**src/rtl/mrv32_pkg.sv**
```systemverilog
// mrv32_pkg: shared types for the mrv32 instruction decode stage.
//   - RV32I major opcode constants
//   - op_class_t / alu_op_t / imm_type_t enums (the MULDIV ALU codes always
//     exist so widths do not depend on the RV32M build option)
//   - dec_bundle_t, the registered decode result handed to execute
//   - dec_state_t, decode register occupancy state
//   - small funct3 -> alu_op helpers
package mrv32_pkg;

    localparam logic [6:0] OPC_LUI      = 7'b0110111;
    localparam logic [6:0] OPC_AUIPC    = 7'b0010111;
    localparam logic [6:0] OPC_JAL      = 7'b1101111;
    localparam logic [6:0] OPC_JALR     = 7'b1100111;
    localparam logic [6:0] OPC_BRANCH   = 7'b1100011;
    localparam logic [6:0] OPC_LOAD     = 7'b0000011;
    localparam logic [6:0] OPC_STORE    = 7'b0100011;
    localparam logic [6:0] OPC_OP_IMM   = 7'b0010011;
    localparam logic [6:0] OPC_OP       = 7'b0110011;
    localparam logic [6:0] OPC_MISC_MEM = 7'b0001111;
    localparam logic [6:0] OPC_SYSTEM   = 7'b1110011;

    // OC_NONE (zero) is used for illegal instructions and the reset bundle.
    typedef enum logic [3:0] {
        OC_NONE, OC_LUI, OC_AUIPC, OC_JAL, OC_JALR, OC_BRANCH, OC_LOAD,
        OC_STORE, OC_OP_IMM, OC_OP, OC_MISC_MEM, OC_SYSTEM, OC_MULDIV
    } op_class_t;

    typedef enum logic [4:0] {
        ALU_ADD, ALU_SUB, ALU_SLL, ALU_SLT, ALU_SLTU, ALU_XOR, ALU_SRL,
        ALU_SRA, ALU_OR, ALU_AND,
        ALU_MUL, ALU_MULH, ALU_MULHSU, ALU_MULHU,
        ALU_DIV, ALU_DIVU, ALU_REM, ALU_REMU
    } alu_op_t;

    // IMM_R yields a zero immediate.
    typedef enum logic [2:0] {
        IMM_R, IMM_I, IMM_S, IMM_B, IMM_U, IMM_J
    } imm_type_t;

    typedef enum logic {D_EMPTY, D_FULL} dec_state_t;

    typedef struct packed {
        logic [31:0] pc;
        logic [31:0] instr;
        logic [4:0]  rs1;
        logic [4:0]  rs2;
        logic [4:0]  rd;
        logic [2:0]  funct3;
        logic [6:0]  funct7;
        logic [31:0] imm;
        op_class_t   op_class;
        alu_op_t     alu_op;
        imm_type_t   imm_type;
        logic        reg_we;
        logic        mem_re;
        logic        mem_we;
        logic        is_branch;
        logic        is_jal;
        logic        is_jalr;
        logic        illegal;
    } dec_bundle_t;

    // Base integer op selected by funct3 (SUB/SRA are chosen by funct7).
    function automatic alu_op_t base_alu_op(input logic [2:0] funct3);
        case (funct3)
            3'b000:  return ALU_ADD;
            3'b001:  return ALU_SLL;
            3'b010:  return ALU_SLT;
            3'b011:  return ALU_SLTU;
            3'b100:  return ALU_XOR;
            3'b101:  return ALU_SRL;
            3'b110:  return ALU_OR;
            default: return ALU_AND;
        endcase
    endfunction

    function automatic alu_op_t muldiv_alu_op(input logic [2:0] funct3);
        case (funct3)
            3'b000:  return ALU_MUL;
            3'b001:  return ALU_MULH;
            3'b010:  return ALU_MULHSU;
            3'b011:  return ALU_MULHU;
            3'b100:  return ALU_DIV;
            3'b101:  return ALU_DIVU;
            3'b110:  return ALU_REM;
            default: return ALU_REMU;
        endcase
    endfunction

endpackage

```
**src/rtl/mrv32_imm_gen.sv**
```systemverilog
// mrv32_imm_gen: combinational RV32I immediate generator.
// Ports:
//   instr    in  [31:7] instruction bits above the opcode
//   imm_type in  immediate format select
//   imm      out 32-bit sign-extended immediate (zero for IMM_R)
module mrv32_imm_gen
    import mrv32_pkg::*;
(
    input  logic [31:7] instr,
    input  imm_type_t   imm_type,
    output logic [31:0] imm
);

    always_comb begin
        imm = '0;
        case (imm_type)
            IMM_I:   imm = {{20{instr[31]}}, instr[31:20]};
            IMM_S:   imm = {{20{instr[31]}}, instr[31:25], instr[11:7]};
            IMM_B:   imm = {{19{instr[31]}}, instr[31], instr[7],
                            instr[30:25], instr[11:8], 1'b0};
            IMM_U:   imm = {instr[31:12], 12'b0};
            IMM_J:   imm = {{11{instr[31]}}, instr[31], instr[19:12],
                            instr[20], instr[30:21], 1'b0};
            default: imm = '0;
        endcase
    end

endmodule

```
**src/rtl/mrv32_decode.sv**
```systemverilog
// mrv32_decode: RV32I decode register stage between fetch and execute.
// Captures a one-cycle instr_valid pulse, decodes it combinationally and
// holds the result in a single-entry register offered to execute.
// Handshake: dec_out is valid while dec_valid=1; it is consumed on any cycle
// where dec_valid && dec_ready, and stays bit-stable while dec_ready=0.
// Optional feature: define MRV32_DECODE_RV32M_EN to decode the RV32M
// MUL/DIV group (OP with funct7=0000001); otherwise those encodings are
// illegal.
// Ports:
//   clk, rst_n   clock, asynchronous active-low reset
//   instr, pc    fetched instruction word and its PC
//   instr_valid  one-cycle pulse qualifying instr/pc
//   flush        discard the held entry (highest priority)
//   dec_out      registered decode bundle
//   dec_valid    dec_out holds an instruction (state D_FULL)
//   dec_ready    execute consumes dec_out this cycle
//   dec_overrun  sticky: an instr_valid pulse was dropped
// Parameters:
//   SUPPRESS_X0_WE       force reg_we=0 when rd==0
//   FLUSH_KEEPS_OVERRUN  flush leaves dec_overrun untouched
module mrv32_decode
    import mrv32_pkg::*;
#(
    parameter bit SUPPRESS_X0_WE      = 1'b1,
    parameter bit FLUSH_KEEPS_OVERRUN = 1'b0
) (
    input  logic        clk,
    input  logic        rst_n,
    input  logic [31:0] instr,
    input  logic [31:0] pc,
    input  logic        instr_valid,
    input  logic        flush,
    output dec_bundle_t dec_out,
    output logic        dec_valid,
    input  logic        dec_ready,
    output logic        dec_overrun
);

    logic [6:0]  opcode;
    logic [2:0]  funct3;
    logic [6:0]  funct7;
    op_class_t   op_class;
    alu_op_t     alu_op;
    imm_type_t   imm_type;
    logic        reg_we_raw, mem_re, mem_we;
    logic        is_branch, is_jal, is_jalr, illegal;
    logic [31:0] imm;
    dec_bundle_t dec_next;
    dec_state_t  state, state_next;
    logic        capture;

    assign opcode = instr[6:0];
    assign funct3 = instr[14:12];
    assign funct7 = instr[31:25];

    always_comb begin
        op_class   = OC_NONE;
        alu_op     = ALU_ADD;
        imm_type   = IMM_R;
        reg_we_raw = 1'b0;
        mem_re     = 1'b0;
        mem_we     = 1'b0;
        is_branch  = 1'b0;
        is_jal     = 1'b0;
        is_jalr    = 1'b0;
        illegal    = 1'b0;
        case (opcode)
            OPC_LUI: begin
                op_class = OC_LUI; imm_type = IMM_U; reg_we_raw = 1'b1;
            end
            OPC_AUIPC: begin
                op_class = OC_AUIPC; imm_type = IMM_U; reg_we_raw = 1'b1;
            end
            OPC_JAL: begin
                op_class = OC_JAL; imm_type = IMM_J; reg_we_raw = 1'b1;
                is_jal = 1'b1;
            end
            OPC_JALR: begin
                op_class = OC_JALR; imm_type = IMM_I; reg_we_raw = 1'b1;
                is_jalr = 1'b1;
                illegal = (funct3 != 3'b000);
            end
            OPC_BRANCH: begin
                op_class = OC_BRANCH; imm_type = IMM_B; is_branch = 1'b1;
                // BEQ/BNE compare by subtraction, BLT/BGE(U) by set-less-than.
                case (funct3[2:1])
                    2'b00:   alu_op = ALU_SUB;
                    2'b10:   alu_op = ALU_SLT;
                    2'b11:   alu_op = ALU_SLTU;
                    default: illegal = 1'b1;
                endcase
            end
            OPC_LOAD: begin
                op_class = OC_LOAD; imm_type = IMM_I; reg_we_raw = 1'b1;
                mem_re = 1'b1;
                illegal = !(funct3 inside {3'b000, 3'b001, 3'b010, 3'b100, 3'b101});
            end
            OPC_STORE: begin
                op_class = OC_STORE; imm_type = IMM_S; mem_we = 1'b1;
                illegal = (funct3 > 3'b010);
            end
            OPC_OP_IMM: begin
                op_class = OC_OP_IMM; imm_type = IMM_I; reg_we_raw = 1'b1;
                alu_op = base_alu_op(funct3);
                if (funct3 == 3'b001) begin
                    illegal = (funct7 != 7'b0000000);
                end else if (funct3 == 3'b101) begin
                    if (funct7 == 7'b0100000) alu_op = ALU_SRA;
                    else                      illegal = (funct7 != 7'b0000000);
                end
            end
            OPC_OP: begin
                op_class = OC_OP; reg_we_raw = 1'b1;
                alu_op = base_alu_op(funct3);
                if (funct7 == 7'b0100000 && funct3 == 3'b000) begin
                    alu_op = ALU_SUB;
                end else if (funct7 == 7'b0100000 && funct3 == 3'b101) begin
                    alu_op = ALU_SRA;
`ifdef MRV32_DECODE_RV32M_EN
                end else if (funct7 == 7'b0000001) begin
                    op_class = OC_MULDIV;
                    alu_op   = muldiv_alu_op(funct3);
`endif
                end else if (funct7 != 7'b0000000) begin
                    illegal = 1'b1;
                end
            end
            OPC_MISC_MEM: op_class = OC_MISC_MEM;
            OPC_SYSTEM: begin
                op_class = OC_SYSTEM;
                // Only ECALL (imm=0) and EBREAK (imm=1) with rs1/funct3/rd zero.
                illegal = (instr[31:21] != 11'd0) || (instr[19:7] != 13'd0);
            end
            default: illegal = 1'b1;
        endcase
        if (illegal) begin
            op_class   = OC_NONE;
            reg_we_raw = 1'b0;
            mem_re     = 1'b0;
            mem_we     = 1'b0;
            is_branch  = 1'b0;
            is_jal     = 1'b0;
            is_jalr    = 1'b0;
        end
    end

    mrv32_imm_gen u_imm_gen (
        .instr    (instr[31:7]),
        .imm_type (imm_type),
        .imm      (imm)
    );

    always_comb begin
        dec_next           = '0;
        dec_next.pc        = pc;
        dec_next.instr     = instr;
        dec_next.rs1       = instr[19:15];
        dec_next.rs2       = instr[24:20];
        dec_next.rd        = instr[11:7];
        dec_next.funct3    = funct3;
        dec_next.funct7    = funct7;
        dec_next.imm       = imm;
        dec_next.op_class  = op_class;
        dec_next.alu_op    = alu_op;
        dec_next.imm_type  = imm_type;
        dec_next.reg_we    = reg_we_raw && !(SUPPRESS_X0_WE && instr[11:7] == 5'd0);
        dec_next.mem_re    = mem_re;
        dec_next.mem_we    = mem_we;
        dec_next.is_branch = is_branch;
        dec_next.is_jal    = is_jal;
        dec_next.is_jalr   = is_jalr;
        dec_next.illegal   = illegal;
    end

    // A new instruction may enter when the register is empty or is being
    // drained by execute in the same cycle.
    assign capture = instr_valid && !flush && (state == D_EMPTY || dec_ready);

    always_ff @(posedge clk or negedge rst_n) begin
        if (!rst_n) state <= D_EMPTY;
        else        state <= state_next;
    end

    always_comb begin
        state_next = state;
        if (flush)                              state_next = D_EMPTY;
        else if (capture)                       state_next = D_FULL;
        else if (state == D_FULL && dec_ready)  state_next = D_EMPTY;
    end

    always_ff @(posedge clk or negedge rst_n) begin
        if (!rst_n)       dec_out <= '0;
        else if (capture) dec_out <= dec_next;
    end

    always_ff @(posedge clk or negedge rst_n) begin
        if (!rst_n)
            dec_overrun <= 1'b0;
        else if (flush && !FLUSH_KEEPS_OVERRUN)
            dec_overrun <= 1'b0;
        else if (instr_valid && !flush && state == D_FULL && !dec_ready)
            dec_overrun <= 1'b1;
    end

    assign dec_valid = (state == D_FULL);

endmodule
```
**config.mk**
```make
export PLATFORM = sky130hd
export DESIGN_NAME = mrv32_decode
export DESIGN_NICKNAME = d
export VERILOG_FILES = /design/src/rtl/mrv32_pkg.sv /design/src/rtl/mrv32_imm_gen.sv /design/src/rtl/mrv32_decode.sv
export SDC_FILE = /design/constraint.sdc
export NUM_CORES = 1
export LEC_CHECK = 0
export CORE_ASPECT_RATIO = 0.6
export CORE_MARGIN = 2
export CORE_UTILIZATION = 30
export CTS_BUF_LIST = sky130_fd_sc_hd__clkbuf_8 sky130_fd_sc_hd__clkbuf_16
export CTS_CLUSTER_DIAMETER = 200
export CTS_CLUSTER_SIZE = 14
export DETAILED_ROUTE_END_ITERATION = 10
export HOLD_SLACK_MARGIN = 0.1
export SYNTH_ARGS = -nofsm -noshare
export SYNTH_HDL_FRONTEND = slang
export SYNTH_SLANG_ARGS = --single-unit
export TNS_END_PERCENT = 1
```
**constraint.sdc**
```tcl
create_clock -name clk -period 2.27 [get_ports clk]
set_clock_uncertainty 0.15 [all_clocks]
set_input_delay 0.454 -clock clk [delete_from_list [all_inputs] [get_ports clk]]
set_output_delay 0.454 -clock clk [all_outputs]
set_load 0.005 [all_outputs]
```
==> results of run 1 <==
==> cells by family after synthesis <==
group | share of synthesized area
buffers and inverters | 0.0697
AOI/OAI and AO/OA | 0.141
muxes | 0.00612
other | 0.000705
DFF | 0.546
and+or+nand+nor | 0.236
==> power groups by stage <==
stage,Sequential (mW),Clock (mW),Combinational [mW]
floorplan,2.41,0,0.392
global placement,2.41,0,1.21
detailed placement,2.43,0,1.22
CTS,2.40,2.59,1.22
global route,2.41,2.70,1.33
finish,2.39,2.54,1.21
==> layout make-up <==
cell class	instances	share of cell area
timing repair buffer	303	0.330
multi-input combinational	405	0.238
clock inverter	12	0.0123
inverter	4	0.00172
clock buffer	19	0.0519
tap	234	0.0335
sequential	116	0.333
==> through the flow <==
| step | TNS [ns] | util | hold slack [ns] | area [um^2] |
|---|---|---|---|---|
| after CTS | 0 | 0.504 | 0.324 | 8670 |
| after global routing | -0.0149 | 0.507 | 0.348 | 8730 |
| final | 0 | 0.507 | 0.325 | 8730 |
| after global placement | -12.53 | 0.470 | 0.265 | 8100 |
| after floorplan | 0 | - | 0.00841 | 5320 |
| after detailed placement | -12.55 | 0.470 | 0.282 | 8100 |
==> layer usage <==
layer / GRT usage / vias to the layer above
li1: - / 2465
met1: 0.322 / 2567
met2: 0.292 / 221
met3: 0.0787 / 8
met4: 0.0460 / 0
met5: 0 / -
==> cell usage after synthesis (2+ instances only) <==
library cell / instances / area (um^2)
nand2_1: 229 / 860
dfrtp_1: 116 / 2900
clkbuf_1: 28 / 105
o21ai_1: 28 / 140
buf_4: 27 / 203
a21oi_1: 20 / 100
nor2_1: 18 / 67.6
a221o_1: 8 / 80.1
nand3_1: 8 / 40.0
o21ai_0: 7 / 35.0
a22o_1: 6 / 52.6
a22oi_1: 5 / 37.5
buf_2: 5 / 25.0
o31ai_1: 5 / 37.5
inv_1: 4 / 15.0
nand3b_1: 4 / 30.0
nand4_1: 4 / 25.0
nor2b_1: 4 / 25.0
o41ai_2: 4 / 65.1
a31oi_1: 3 / 18.8
and3_1: 3 / 18.8
buf_1: 3 / 11.3
nor3_1: 3 / 15.0
nor4_1: 3 / 18.8
or3b_1: 3 / 26.3
a21o_1: 2 / 15.0
a21oi_2: 2 / 17.5
a32oi_1: 2 / 17.5
and2_1: 2 / 12.5
and3b_1: 2 / 17.5
nand2b_1: 2 / 12.5
o22ai_1: 2 / 12.5
or3_1: 2 / 12.5
==> final timing paths <==
check	from	end	slack (ns)	cells past startpoint
setup / recovery	instr[3]	dec_out[0]	0.09	8
max in group asynchronous	rst_n	dec_out[117]	0.88	3
hold reg to reg	dec_out[129]	dec_out[129]	0.32	2
min in group asynchronous	rst_n	dec_out[79]	0.38	2
setup reg to reg	dec_valid	dec_out[12]	0.36	4
hold / removal	dec_out[129]	dec_out[129]	0.32	2
==> worst register-to-register path, delay by kind of cell, from the launching register on <==
| kind | cells | cell delay [ns] |
|---|---|---|
| buffers and inverters | 1 | 0.26 |
| and+or+nand+nor | 2 | 0.66 |
| DFF | 1 | 0.39 |
| AOI/OAI and AO/OA | 1 | 0.34 |
==> state kept, by name, indices dropped and copies added, names as in the netlist <==
| register | cells |
|---|---|
| dec_out | 114 |
| dec_overrun | 1 |
| dec_valid | 1 |
==> repair_timing <==
| item | 4_1_cts | 5_1_grt |
|---|---|---|
| gates resized for setup | 1 | 7 |
| setup buffers | 0 | 2 |
| pin swaps | 0 | 2 |
| hold buffers | 1 | 0 |
| setup endpoints to repair | 1 | 12 |
| endpoints found under the hold margin | 27 | 0 |
==> results.sh, run 1 <==
export IMPL_total_power_mw=6.14
export IMPL_hpwl_um=14900
export IMPL_ys_flop_type="dfrtp_1"
export IMPL_numCtsBuffers=17
export IMPL_drt_initial_drc_count=408
export IMPL_p_comb_frac=0.198
export IMPL_critical_path_cell_chain="clkdlybuf4s50_1, buf_4, and4bb_2, and2_1, o21ai_1, o2111ai_4, buf_12, o32a_1"
export IMPL_syn_area_mm2=0.00532
export IMPL_crit_required_ns=2.41
export IMPL_synth_seq_cells=116
export IMPL_drt_total_wl_um=19500
export IMPL_fin_crit_ns=2.18
export IMPL_clk_pin_slew_ns=0.05
export IMPL_crit_path_end_kind="flop"
export IMPL_netlist_instances=589
export IMPL_yosysWarnings=0
export IMPL_fin_crit_sh=0.959
export IMPL_preCtsSetupSlack_ns=-0.411
export IMPL_cts_root_buffer="clkbuf_16"
export IMPL_slowest_stage="clkdlybuf4s50_1"
export IMPL_rows=37
export IMPL_ys_types=58
export IMPL_seq_area_frac_synth=0.546
export IMPL_wl_per_cell_um=17.8
export IMPL_p_int_mw=4.53
export IMPL_synthArstFlopShare=1.00
export IMPL_cts_tree="built"
export IMPL_io_buffers=209
export IMPL_setup_viol=0
export IMPL_grt_pass1_vias=5220
export IMPL_switching_power_mw=1.61
export IMPL_placed_cells=1059
export IMPL_n_fill_cell=1618
export IMPL_clkPwrFrac=0.413
export IMPL_cellPowerDensity_mw_per_mm2=704
export IMPL_critPathTopFamily="buffers and inverters"
export IMPL_final_common_cell="nand2_1"
export IMPL_p_leak_nw=4.00
export IMPL_start_util=0.309
export IMPL_finalHoldViolations=0
export IMPL_design_core_area_mm2=0.0172
export IMPL_m1WireLength_um=9760
export IMPL_synthToLayoutAreaGrowth_pct=64.2
export IMPL_wl_met2_um=7790
export IMPL_ioPinCount=211
export IMPL_syn_area_per_cell_um2=9.03
export IMPL_antenna_found_initial=0
export IMPL_layout_setup_ws_ns=0.0921
export IMPL_num_antenna_cells=0
export IMPL_drive_above_1_share=0.168
export IMPL_viasPerCell=4.81
export IMPL_outcome="finished, final reports clean"
export IMPL_stdcell_count=1093
export IMPL_vias=5261
export IMPL_detail_route_antenna_nets=0
export IMPL_synth_edff_count=0
export IMPL_cts_max_level=4
export IMPL_clkSinkCount=116
export IMPL_grt_usage=0.215
export IMPL_swShare=0.262
export IMPL_grt_max_degree=60
export IMPL_drcViolationCount=0
export IMPL_die_y_um=107
export IMPL_worst_path_max_fanout=7
export IMPL_multiInputGateArea_mm2=0.00207
export IMPL_ir_worst_vdd_uv=421
export IMPL_hold_class="reg2reg"
export IMPL_maxUsedRoutingLayer="met4"
export IMPL_nets=916
export IMPL_cts_buffer_depth=2
export IMPL_met3_length_um=1820
export IMPL_power_share_sequential=0.389
export IMPL_maxCapViolCount=0
export IMPL_gp_congestion=0.939
export IMPL_drtPass1Iterations=5
export IMPL_cp_arrival_ns=2.32
export IMPL_mostFrequentLayoutCells="229 x nand2_1, 204 x clkdlybuf4s50_1, 116 x dfrtp_1"
export IMPL_insertion_delay_ns=0.41
export IMPL_finalMaxSlewViolations=0
export IMPL_path_class="in2reg"
export IMPL_grt_ovfl_total=0
export IMPL_syn_nets=658
export IMPL_slowest_delay_ns=0.50
export IMPL_dieArea_mm2=0.0188
export IMPL_register_area_mm2=0.00290
export IMPL_crit_buf_inv=3
export IMPL_clock_fmax_mhz=459
export IMPL_die_x_um=176
export IMPL_grt_pass1_wl_um=30600
export IMPL_start_kind="input port"
No activity file was read; power rests on OpenSTA's default activity.
==> run 2, diff against run 1 <==
HOLD_SLACK_MARGIN = 0.08   (was 0.1)
==> results of run 2 <==
No change in the layout: final DEF, timing and power equal those of run 1.
